## src/rtl/moving_avg_fir_pkg.sv

```systemverilog
// Shared types and elaboration helpers for the moving-average FIR and its delay line.
package moving_avg_pkg;

  typedef enum logic {
    FILL_EMPTY  = 1'b0,
    FILL_PRIMED = 1'b1
  } fill_state_e;

  // Exact log2 for power-of-two tap counts; gives shift amount and pointer width.
  function automatic int clog2_pow2(input int n);
    int r;
    r = 0;
    for (int i = 0; i < 31; i++) begin
      if ((1 << i) < n) r = i + 1;
    end
    return r;
  endfunction

  function automatic bit taps_ok(input int n);
    return (n >= 2) && (n <= 256) && ((n & (n - 1)) == 0);
  endfunction

endpackage

```

## src/rtl/moving_avg_fir_if.sv

```systemverilog
// Sample stream into the filter and filtered stream out, one channel.
interface moving_avg_fir_if #(
  parameter int W = 24
);
  logic                in_valid;
  logic signed [W-1:0] data_in;
  logic                clear;
  logic                out_valid;
  logic signed [W-1:0] data_out;
  logic                primed;

  modport master (
    output in_valid, data_in, clear,
    input  out_valid, data_out, primed
  );

  modport slave (
    input  in_valid, data_in, clear,
    output out_valid, data_out, primed
  );
endinterface

```

## src/rtl/moving_avg_fir_delay_line.sv

```systemverilog
// N-entry circular history of scaled samples; per-entry valid bits give a one-cycle flush.
module fir_delay_line
  import moving_avg_pkg::*;
#(
  parameter int N = 16,
  parameter int W = 24
) (
  input  logic                clk,
  input  logic                reset_n,
  input  logic                wr_en,
  input  logic                clear,
  input  logic signed [W-1:0] wr_data,
  output logic signed [W-1:0] oldest
);
  localparam int PW = clog2_pow2(N);

  logic signed [W-1:0] mem [N];
  logic [N-1:0]        valid_reg;
  logic [PW-1:0]       wr_ptr_reg;

  // Read happens before the write at the same edge, so the slot being replaced is what leaves the sum.
  assign oldest = valid_reg[wr_ptr_reg] ? mem[wr_ptr_reg] : '0;

  always_ff @(posedge clk) begin
    if (wr_en && !clear) mem[wr_ptr_reg] <= wr_data;
  end

  always_ff @(posedge clk or negedge reset_n) begin
    if (!reset_n) begin
      wr_ptr_reg <= '0;
    end else if (clear) begin
      wr_ptr_reg <= '0;
    end else if (wr_en) begin
      wr_ptr_reg <= wr_ptr_reg + 1'b1;
    end
  end

  for (genvar gi = 0; gi < N; gi++) begin : g_valid
    always_ff @(posedge clk or negedge reset_n) begin
      if (!reset_n) begin
        valid_reg[gi] <= 1'b0;
      end else if (clear) begin
        valid_reg[gi] <= 1'b0;
      end else if (wr_en && (wr_ptr_reg == PW'(gi))) begin
        valid_reg[gi] <= 1'b1;
      end
    end
  end

endmodule

```

## src/rtl/moving_avg_fir.sv

```systemverilog
// Streaming N-tap moving average: pre-scaled samples feed a running sum updated once per sample.
module moving_avg_fir
  import moving_avg_pkg::*;
#(
  parameter int N = 16,
  parameter int W = 24
) (
  input  logic          CLOCK_50,
  input  logic          reset_n,
  moving_avg_fir_if.slave bus
);
  localparam int SHIFT = clog2_pow2(N);
  localparam logic [SHIFT:0] FILL_MAX  = (SHIFT + 1)'(N);
  localparam logic [SHIFT:0] FILL_LAST = (SHIFT + 1)'(N - 1);

  if (!taps_ok(N)) begin : g_bad_taps
    $error("moving_avg_fir: N must be a power of two in 2..256");
  end

  logic                accept;
  logic signed [W-1:0] scaled;
  logic signed [W-1:0] oldest;
  logic signed [W-1:0] acc_reg;
  logic [SHIFT:0]      fill_reg;
  fill_state_e         state_reg;
  logic                out_valid_reg;

  // Clear wins over a coincident sample.
  assign accept = bus.in_valid && !bus.clear;
  // Dividing before summing keeps the W-bit accumulator from overflowing.
  assign scaled = bus.data_in >>> SHIFT;

  fir_delay_line #(
    .N (N),
    .W (W)
  ) u_delay_line (
    .clk     (CLOCK_50),
    .reset_n (reset_n),
    .wr_en   (accept),
    .clear   (bus.clear),
    .wr_data (scaled),
    .oldest  (oldest)
  );

  always_ff @(posedge CLOCK_50 or negedge reset_n) begin
    if (!reset_n) begin
      acc_reg       <= '0;
      fill_reg      <= '0;
      state_reg     <= FILL_EMPTY;
      out_valid_reg <= 1'b0;
    end else if (bus.clear) begin
      acc_reg       <= '0;
      fill_reg      <= '0;
      state_reg     <= FILL_EMPTY;
      out_valid_reg <= 1'b0;
    end else begin
      out_valid_reg <= accept;
      if (accept) begin
        acc_reg <= acc_reg + scaled - oldest;
        if (fill_reg != FILL_MAX) fill_reg <= fill_reg + 1'b1;
        if (fill_reg == FILL_LAST) state_reg <= FILL_PRIMED;
      end
    end
  end

  assign bus.out_valid = out_valid_reg;
  assign bus.data_out  = acc_reg;
  assign bus.primed    = (state_reg == FILL_PRIMED);

endmodule

```

## src/flat_wrapper.sv

```systemverilog
// flat-port wrapper written by rule: the top's interface ports become plain ports
module moving_avg_fir_flat import moving_avg_pkg::*;
#(
  parameter int N = 16,
  parameter int W = 24
)
  (CLOCK_50, reset_n, bus_in_valid, bus_data_in, bus_clear, bus_out_valid, bus_data_out, bus_primed);
  moving_avg_fir_if #(.W(W)) bus_i ();
  input  logic CLOCK_50;
  input  logic reset_n;
  input wire logic [$bits(bus_i.in_valid)-1:0] bus_in_valid;
  input wire logic [$bits(bus_i.data_in)-1:0] bus_data_in;
  input wire logic [$bits(bus_i.clear)-1:0] bus_clear;
  output wire logic [$bits(bus_i.out_valid)-1:0] bus_out_valid;
  output wire logic [$bits(bus_i.data_out)-1:0] bus_data_out;
  output wire logic [$bits(bus_i.primed)-1:0] bus_primed;
  assign bus_i.in_valid = bus_in_valid;
  assign bus_i.data_in = bus_data_in;
  assign bus_i.clear = bus_clear;
  assign bus_out_valid = bus_i.out_valid;
  assign bus_data_out = bus_i.data_out;
  assign bus_primed = bus_i.primed;
  moving_avg_fir #(.N(N), .W(W)) u_core (.CLOCK_50(CLOCK_50), .reset_n(reset_n), .bus(bus_i));
endmodule
```

## config.mk

```make
export PLATFORM = sky130hd
export DESIGN_NAME = moving_avg_fir_flat
export DESIGN_NICKNAME = d
export VERILOG_FILES = /design/src/rtl/moving_avg_fir_pkg.sv /design/src/rtl/moving_avg_fir_if.sv /design/src/rtl/moving_avg_fir_delay_line.sv /design/src/rtl/moving_avg_fir.sv /design/src/flat_wrapper.sv
export SDC_FILE = /design/constraint.sdc
export NUM_CORES = 1
export LEC_CHECK = 0
export CORE_UTILIZATION = 60
export DETAILED_ROUTE_END_ITERATION = 8
export PLACE_DENSITY = 0.82
export SYNTH_ARGS = -nofsm -noshare
export SYNTH_HDL_FRONTEND = slang
export SYNTH_HIERARCHICAL = 1
export SYNTH_SLANG_ARGS = --single-unit
```

## constraint.sdc

```tcl
create_clock -name CLOCK_50 -period 4.4 [get_ports CLOCK_50]
set_input_delay 0.44 -clock CLOCK_50 [delete_from_list [all_inputs] [get_ports CLOCK_50]]
set_output_delay 0.44 -clock CLOCK_50 [all_outputs]
set_load 0.01 [all_outputs]
```

Word level (Yosys, flattened, before mapping)
Memories as Yosys holds them, arrays and structs flattened.
Index checks and enable logic that the tools add are counted.

cells by class
  $add $sub $neg = 4
  magnitude comparators = 1
  equal/unequal tests = 17
  muxes and demuxes = 48
  reductions and logical operators = 41

operators by type and width
  operator                                                                      number
  24-bit 2-to-1 mux                                                             3
  1-bit 2-to-1 mux                                                              39
  2-bit nonzero test                                                            19
  4-bit equality test, second input constant                                    8
  24-bit by 20-bit adder with 24-bit output                                     1
  24-bit subtractor                                                             1
  1-bit logical AND                                                             18
  4-bit by 3-bit equality test with 1-bit output, second input constant         4
  5-bit 2-to-1 mux                                                              3
  4-bit by 2-bit equality test with 1-bit output, second input constant         2
  4-bit 2-to-1 mux                                                              2
  5-bit by 1-bit adder with 5-bit output, second input constant                 1
  5-bit by 4-bit equality test with 1-bit output, second input constant         1
  4-bit by 5-bit less-than comparator with 1-bit output, second input constant  1
  5-bit inequality test, second input constant                                  1
  4-bit by 1-bit adder with 4-bit output, second input constant                 1
  1-bit binary-select mux with 4-bit select                                     1
  4-bit by 1-bit equality test with 1-bit output, second input constant         1
  4-bit logical NOT                                                             1
  2-bit AND reduction                                                           2
  1-bit logical NOT                                                             1

word-level totals
  register bits after elaboration = 51
  memory bits (writable) = 384
  bits of input ports = 28
  output and inout port bits = 26
  word-level logic and storage cells = 133
  memories kept = 1

memories
  memory                   words  bits a word  rd ports  clocked after memory_dff  wr ports  line                             text
  u_core.u_delay_line.mem  16     24           1         0                         1         moving_avg_fir_delay_line.sv:17  logic signed [W-1:0] mem [N];

Longest topological paths before layout
  word-level depth = 6
  gate-level depth with buffers = 17
  mapped depth without buffers = 15

Hierarchy
The synthesis kept the hierarchy.

by module, submodules not included
  module          instances  cells each  area each (µm²)  sequential area each (µm²)
  fir_delay_line  1          699         15426.0          12031.5
  moving_avg_fir  1          396         3283.1           775.7

Worst setup path after synthesis
Ideal clock, no wire load.

  path type = register to register
  from = register u_core.u_delay_line.wr_ptr_reg[0]
  to = register u_core.acc_reg[15], in the netlist u_core/bus.data_out[15]
  library setup time = 0.122 ns
  arrival time = 3.930 ns
  data required time = 4.278 ns
  path slack = 0.348 ns
  stages on the path, launching flop included = 17
  buffers on the path = 3
  period minus slack after synthesis = 4.052 ns
  cell sequence = dfrtp_1 buf_6 buf_6 buf_2 mux4_2 a22oi_1 a21oi_1 fa_1 inv_1 ha_1 a21o_1 a31o_1 o21bai_2 a21oi_1 o21a_1 or3_1 a32o_1

on the way
  word-level cells in the longest chain between the ends = 6
  elaborated cells between the ends (all ways) = 7
  classes of those cells = 1 x add/sub; 5 x mux; 1 x memory

RTL lines
  item                                       line                             text
  from (decl)                                moving_avg_fir_delay_line.sv:19  logic [PW-1:0] wr_ptr_reg;
  from (signal assigned)                     moving_avg_fir_delay_line.sv:34  wr_ptr_reg <= wr_ptr_reg + 1'b1;
  1-bit binary-select mux with 4-bit select  moving_avg_fir_delay_line.sv:22  assign oldest = valid_reg[wr_ptr_reg] ? mem[wr_ptr_reg] : '0;
  1-bit 2-to-1 mux (implied by the code)     moving_avg_fir_delay_line.sv:22
  24-bit 2-to-1 mux *                        moving_avg_fir_delay_line.sv:22
  net u_core.oldest[4]                       moving_avg_fir.sv:22             logic signed [W-1:0] oldest;
  24-bit subtractor *                        moving_avg_fir.sv:59             acc_reg <= acc_reg + scaled - oldest;
  24-bit 2-to-1 mux *                        moving_avg_fir.sv:58             if (accept) begin
  24-bit 2-to-1 mux *                        moving_avg_fir.sv:51             end else if (bus.clear) begin
  to (signal assigned)                       moving_avg_fir.sv:59
  to (decl)                                  moving_avg_fir.sv:23             logic signed [W-1:0] acc_reg;

Mark *: on every way through the listed nets, which the timed path passes. The rest lies on a longest branch. The select of a mux whose other input is x is not followed.
A chain may end at the register's enable or synchronous reset.

Worst setup path in the final report
  from = register u_core.u_delay_line.wr_ptr_reg[0]
  to = register u_core.acc_reg[20], in the netlist u_core/bus.data_out[20]

Same word-level chain as after synthesis.

==> metrics.log <==
INFO  metric ys.warnings.count = 6
INFO  metric drtPass1Iterations = 6
INFO  metric number_of_flip_flops_in_the_largest_register = around 380
INFO  metric synthToLayoutAreaGrowth = 18.5%
INFO  metric r2r_cells = 17
INFO  metric post_synth_instance_area = between 15000 and 20000 um^2
INFO  metric timing_hold_violations_final = 0
INFO  metric final_antenna_net_count = 0
INFO  metric die_area = 31900 um^2
INFO  metric multi_input_area = 5500 um^2
INFO  metric design_power_total = 0.0111 W
INFO  metric routed_wire_length_per_instance = 28.5 um
INFO  metric die_height = about 180 um
INFO  metric hold_slack = just under 9 ps
INFO  metric max_slew.worst_pin.slew = 683 ps
INFO  metric maxClockFrequency = 229 MHz
INFO  metric vias_per_cell = 6.56
INFO  metric setup-violations-final = 0
INFO  metric post-route-worst-setup-slack = 34.1 ps
INFO  metric yosysTopAreaCell = edfxtp_1
INFO  metric finalWirelength = ~47000 um
INFO  metric drc_violation_count_after_routing = 0
INFO  metric run_status = complete, no violations
INFO  metric timing.rr.start = u_core/u_delay_line/wr_ptr_reg[0]
INFO  metric place.gp.congestion = about 0.93
INFO  metric final_core_util = 0.723
INFO  metric clock_transition_time_at_the_flip_flop_clock_pins_of_the_worst_setup_and_hold_paths = 60 ps
INFO  metric all_layer_gr_usage = 0.289
INFO  metric initial_utilization = 0.610
INFO  metric portBuffers = 49
INFO  metric start_kind = register
INFO  metric fin_skew = 11.0 ps
INFO  metric drive_gt1_frac = 0.258
INFO  metric grt_overflow = 0
INFO  metric fin_tns_setup = 0 ps
INFO  metric tritoncts = yes
INFO  metric placement_setup_slack = 57.3 ps
INFO  metric grt_pass1_vias = about 11000
INFO  metric die_outline_width = 179 um
INFO  metric synth_top_cells_by_area = edfxtp_1, mux4_2, dfrtp_1
INFO  metric ff2ff_setup_slack = 30 ps
INFO  metric layout.filler_cells = 1720
INFO  metric synth_top_flop_cell = edfxtp_1
INFO  metric criticalPathCategory = reg -> reg
INFO  metric synth_sequential_area_ratio = 0.685
INFO  metric ir_drop = roughly 0.28 mV
INFO  metric postSynth.asyncResetShare = 0.117
INFO  metric syn-mean-instance-area = 17.1 um^2
INFO  metric dr_total_vias = 10900
INFO  metric cp.required = 4830 ps
INFO  metric powerDensity = ~500 nW/um^2
INFO  metric crit_path_end_kind = register
INFO  metric postSynthCellCount = 1095
INFO  metric cts_buffer_depth = 3
INFO  metric grt_antenna_before_repair = 0
INFO  metric inserted_clock_buffers = 43
INFO  metric yosys-top-cells-count = edfxtp_1, inv_1, mux4_2, nor2_1, dfrtp_1
INFO  metric synth_cell_type_count = between 60 and 70
INFO  metric fin_nets = 1312
INFO  metric clock_tree.root_cell = clkbuf_16
INFO  metric floorplan.io_pins = 54
INFO  metric drt_iter0_drc = 1347
INFO  metric number_of_diodes = 0
INFO  metric slew-limit-headroom = 0.545
INFO  metric min-delay-path-class = in -> async
INFO  metric synth.most_common_cell = edfxtp_1
INFO  metric ys_ff_latch = 435
INFO  metric seqCellArea = 12800 um^2
INFO  metric worstReg2RegEnd = u_core/bus.data_out[20]
INFO  metric hpwl = around 25000 um
INFO  metric cts_hold_buf = 0
INFO  metric core = just over 30000 um^2
INFO  metric clock_sinks = 435
INFO  metric rows = 64
INFO  metric grt_start_max_net_pins = 82
INFO  metric final_min_period_over_clock_period = 0.992
INFO  metric worstPathArrival = about 4800 ps
INFO  metric synth_edf_count = 384
INFO  metric clock_insertion_delay_worst_skew = 550 ps
INFO  metric share_of_the_synthesized_area_in_the_top_cell_type = 0.616
INFO  metric timing_max_transition_violations_final = 0
INFO  metric grt_pass1_wl = 66000 um
INFO  metric cap_violations = 0
INFO  metric htreeDepth = 2
INFO  metric post_layout_minimum_cycle_time = 4370 ps
INFO  metric path_max_fanout = 8
INFO  metric post_synthesis_net_count = 1177
INFO  metric p_leak = 7.70 nW
metal layers:
metal / global-route usage / vias up / part of all wire
met3: 0.0450 / 147 / 0.10
met1: 0.394 / 5505 / 0.36
li1: - / 4498 / -
met4: 0.112 / 0 / 0.046
met5: 0 / - / 0
met2: 0.474 / 753 / 0.49
critical path, stage by stage (launching register included):
cell,delay (ps)
dfrtp_4,500
buf_6,120
mux4_2,500
a22o_1,280
nor2_4,230
buf_12,150
clkbuf_16,160
a21oi_1,90
fa_1,540
inv_1,80
ha_4,300
a21oi_1,80
o21ai_0,150
nand3_1,160
a41oi_2,260
o211ai_1,160
a21o_1,210
a221o_1,280
cell families (layout without fill, tap and decap cells):
logic type | count (synthesis) | after routing | synth area share
adder cells (fa/ha/maj) | 54 | 54 | 0.0453
flip-flops | 435 | 435 | 0.685
XOR/XNOR | 23 | 23 | 0.0108
buffers and inverters | 164 | 334 | 0.0364
AND/OR/NAND/NOR | 133 | 133 | 0.0333
AO/OA/AOI/OAI | 176 | 176 | 0.0639
multiplexers | 110 | 110 | 0.126
final cells by class:
| type | count | area share |
|---|---|---|
| sequential | 435 | 0.578 |
| multi-input combinational | 496 | 0.248 |
| timing repair buffer | 140 | 0.0658 |
| clock buffer | 53 | 0.0516 |
| tap | 396 | 0.0223 |
| inverter | 114 | 0.0193 |
| clock inverter | 27 | 0.0152 |
metrics by stage:
step / area (um^2) / instances
2_1_floorplan: 18700 / 1095
3_3_place_gp: 20200 / 1561
5_1_grt: 22200 / 1661
6_report: 22200 / 1661
4_1_cts: 21700 / 1644
3_5_place_dp: 20200 / 1561
power breakdown:
group	internal (W)	switching [W]
combinational	0.00121	0.00137
clock	0.00228	0.00156
sequential	0.00459	0.000103
total	0.00808	0.00304
how the worst max path moves through the flow:
stage               depth (start not counted)                              start                      end
global placement                           15  u_core/u_delay_line/wr_ptr_reg[0]  u_core/bus.data_out[20]
finish                                     17  u_core/u_delay_line/wr_ptr_reg[0]  u_core/bus.data_out[20]
detailed placement                         15  u_core/u_delay_line/wr_ptr_reg[0]  u_core/bus.data_out[20]
global route                               17  u_core/u_delay_line/wr_ptr_reg[0]  u_core/bus.data_out[20]
CTS                                        15  u_core/u_delay_line/wr_ptr_reg[0]  u_core/bus.data_out[20]
floorplan                                  16  u_core/u_delay_line/wr_ptr_reg[0]  u_core/bus.data_out[15]
timing repair:
action | in CTS | in global routing
resized for setup | 1 | 45
pin swaps | 0 | 20
endpoints found under the setup margin | 6 | 13
setup buffers | 3 | 14
cloned | 0 | 3
placed cells by master, fill, tap and decap left out, types with 11 or more instances in the layout:
cell / Yosys / final
a21oi_1: 47 / 38
a22oi_1: 48 / 45
buf_12: 0 / 16
buf_4: 1 / 68
clkbuf_16: 0 / 47
clkdlybuf4s50_1: 0 / 46
dfrtp_1: 51 / 49
edfxtp_1: 384 / 384
fa_1: 23 / 22
ha_1: 31 / 17
ha_4: 0 / 11
inv_1: 114 / 113
mux4_2: 100 / 100
nand2_1: 28 / 27
nor2_1: 58 / 40
nor2_2: 0 / 18
o22ai_1: 17 / 17
xnor2_1: 13 / 13
Note: power is estimated with default switching activity, not from simulation.
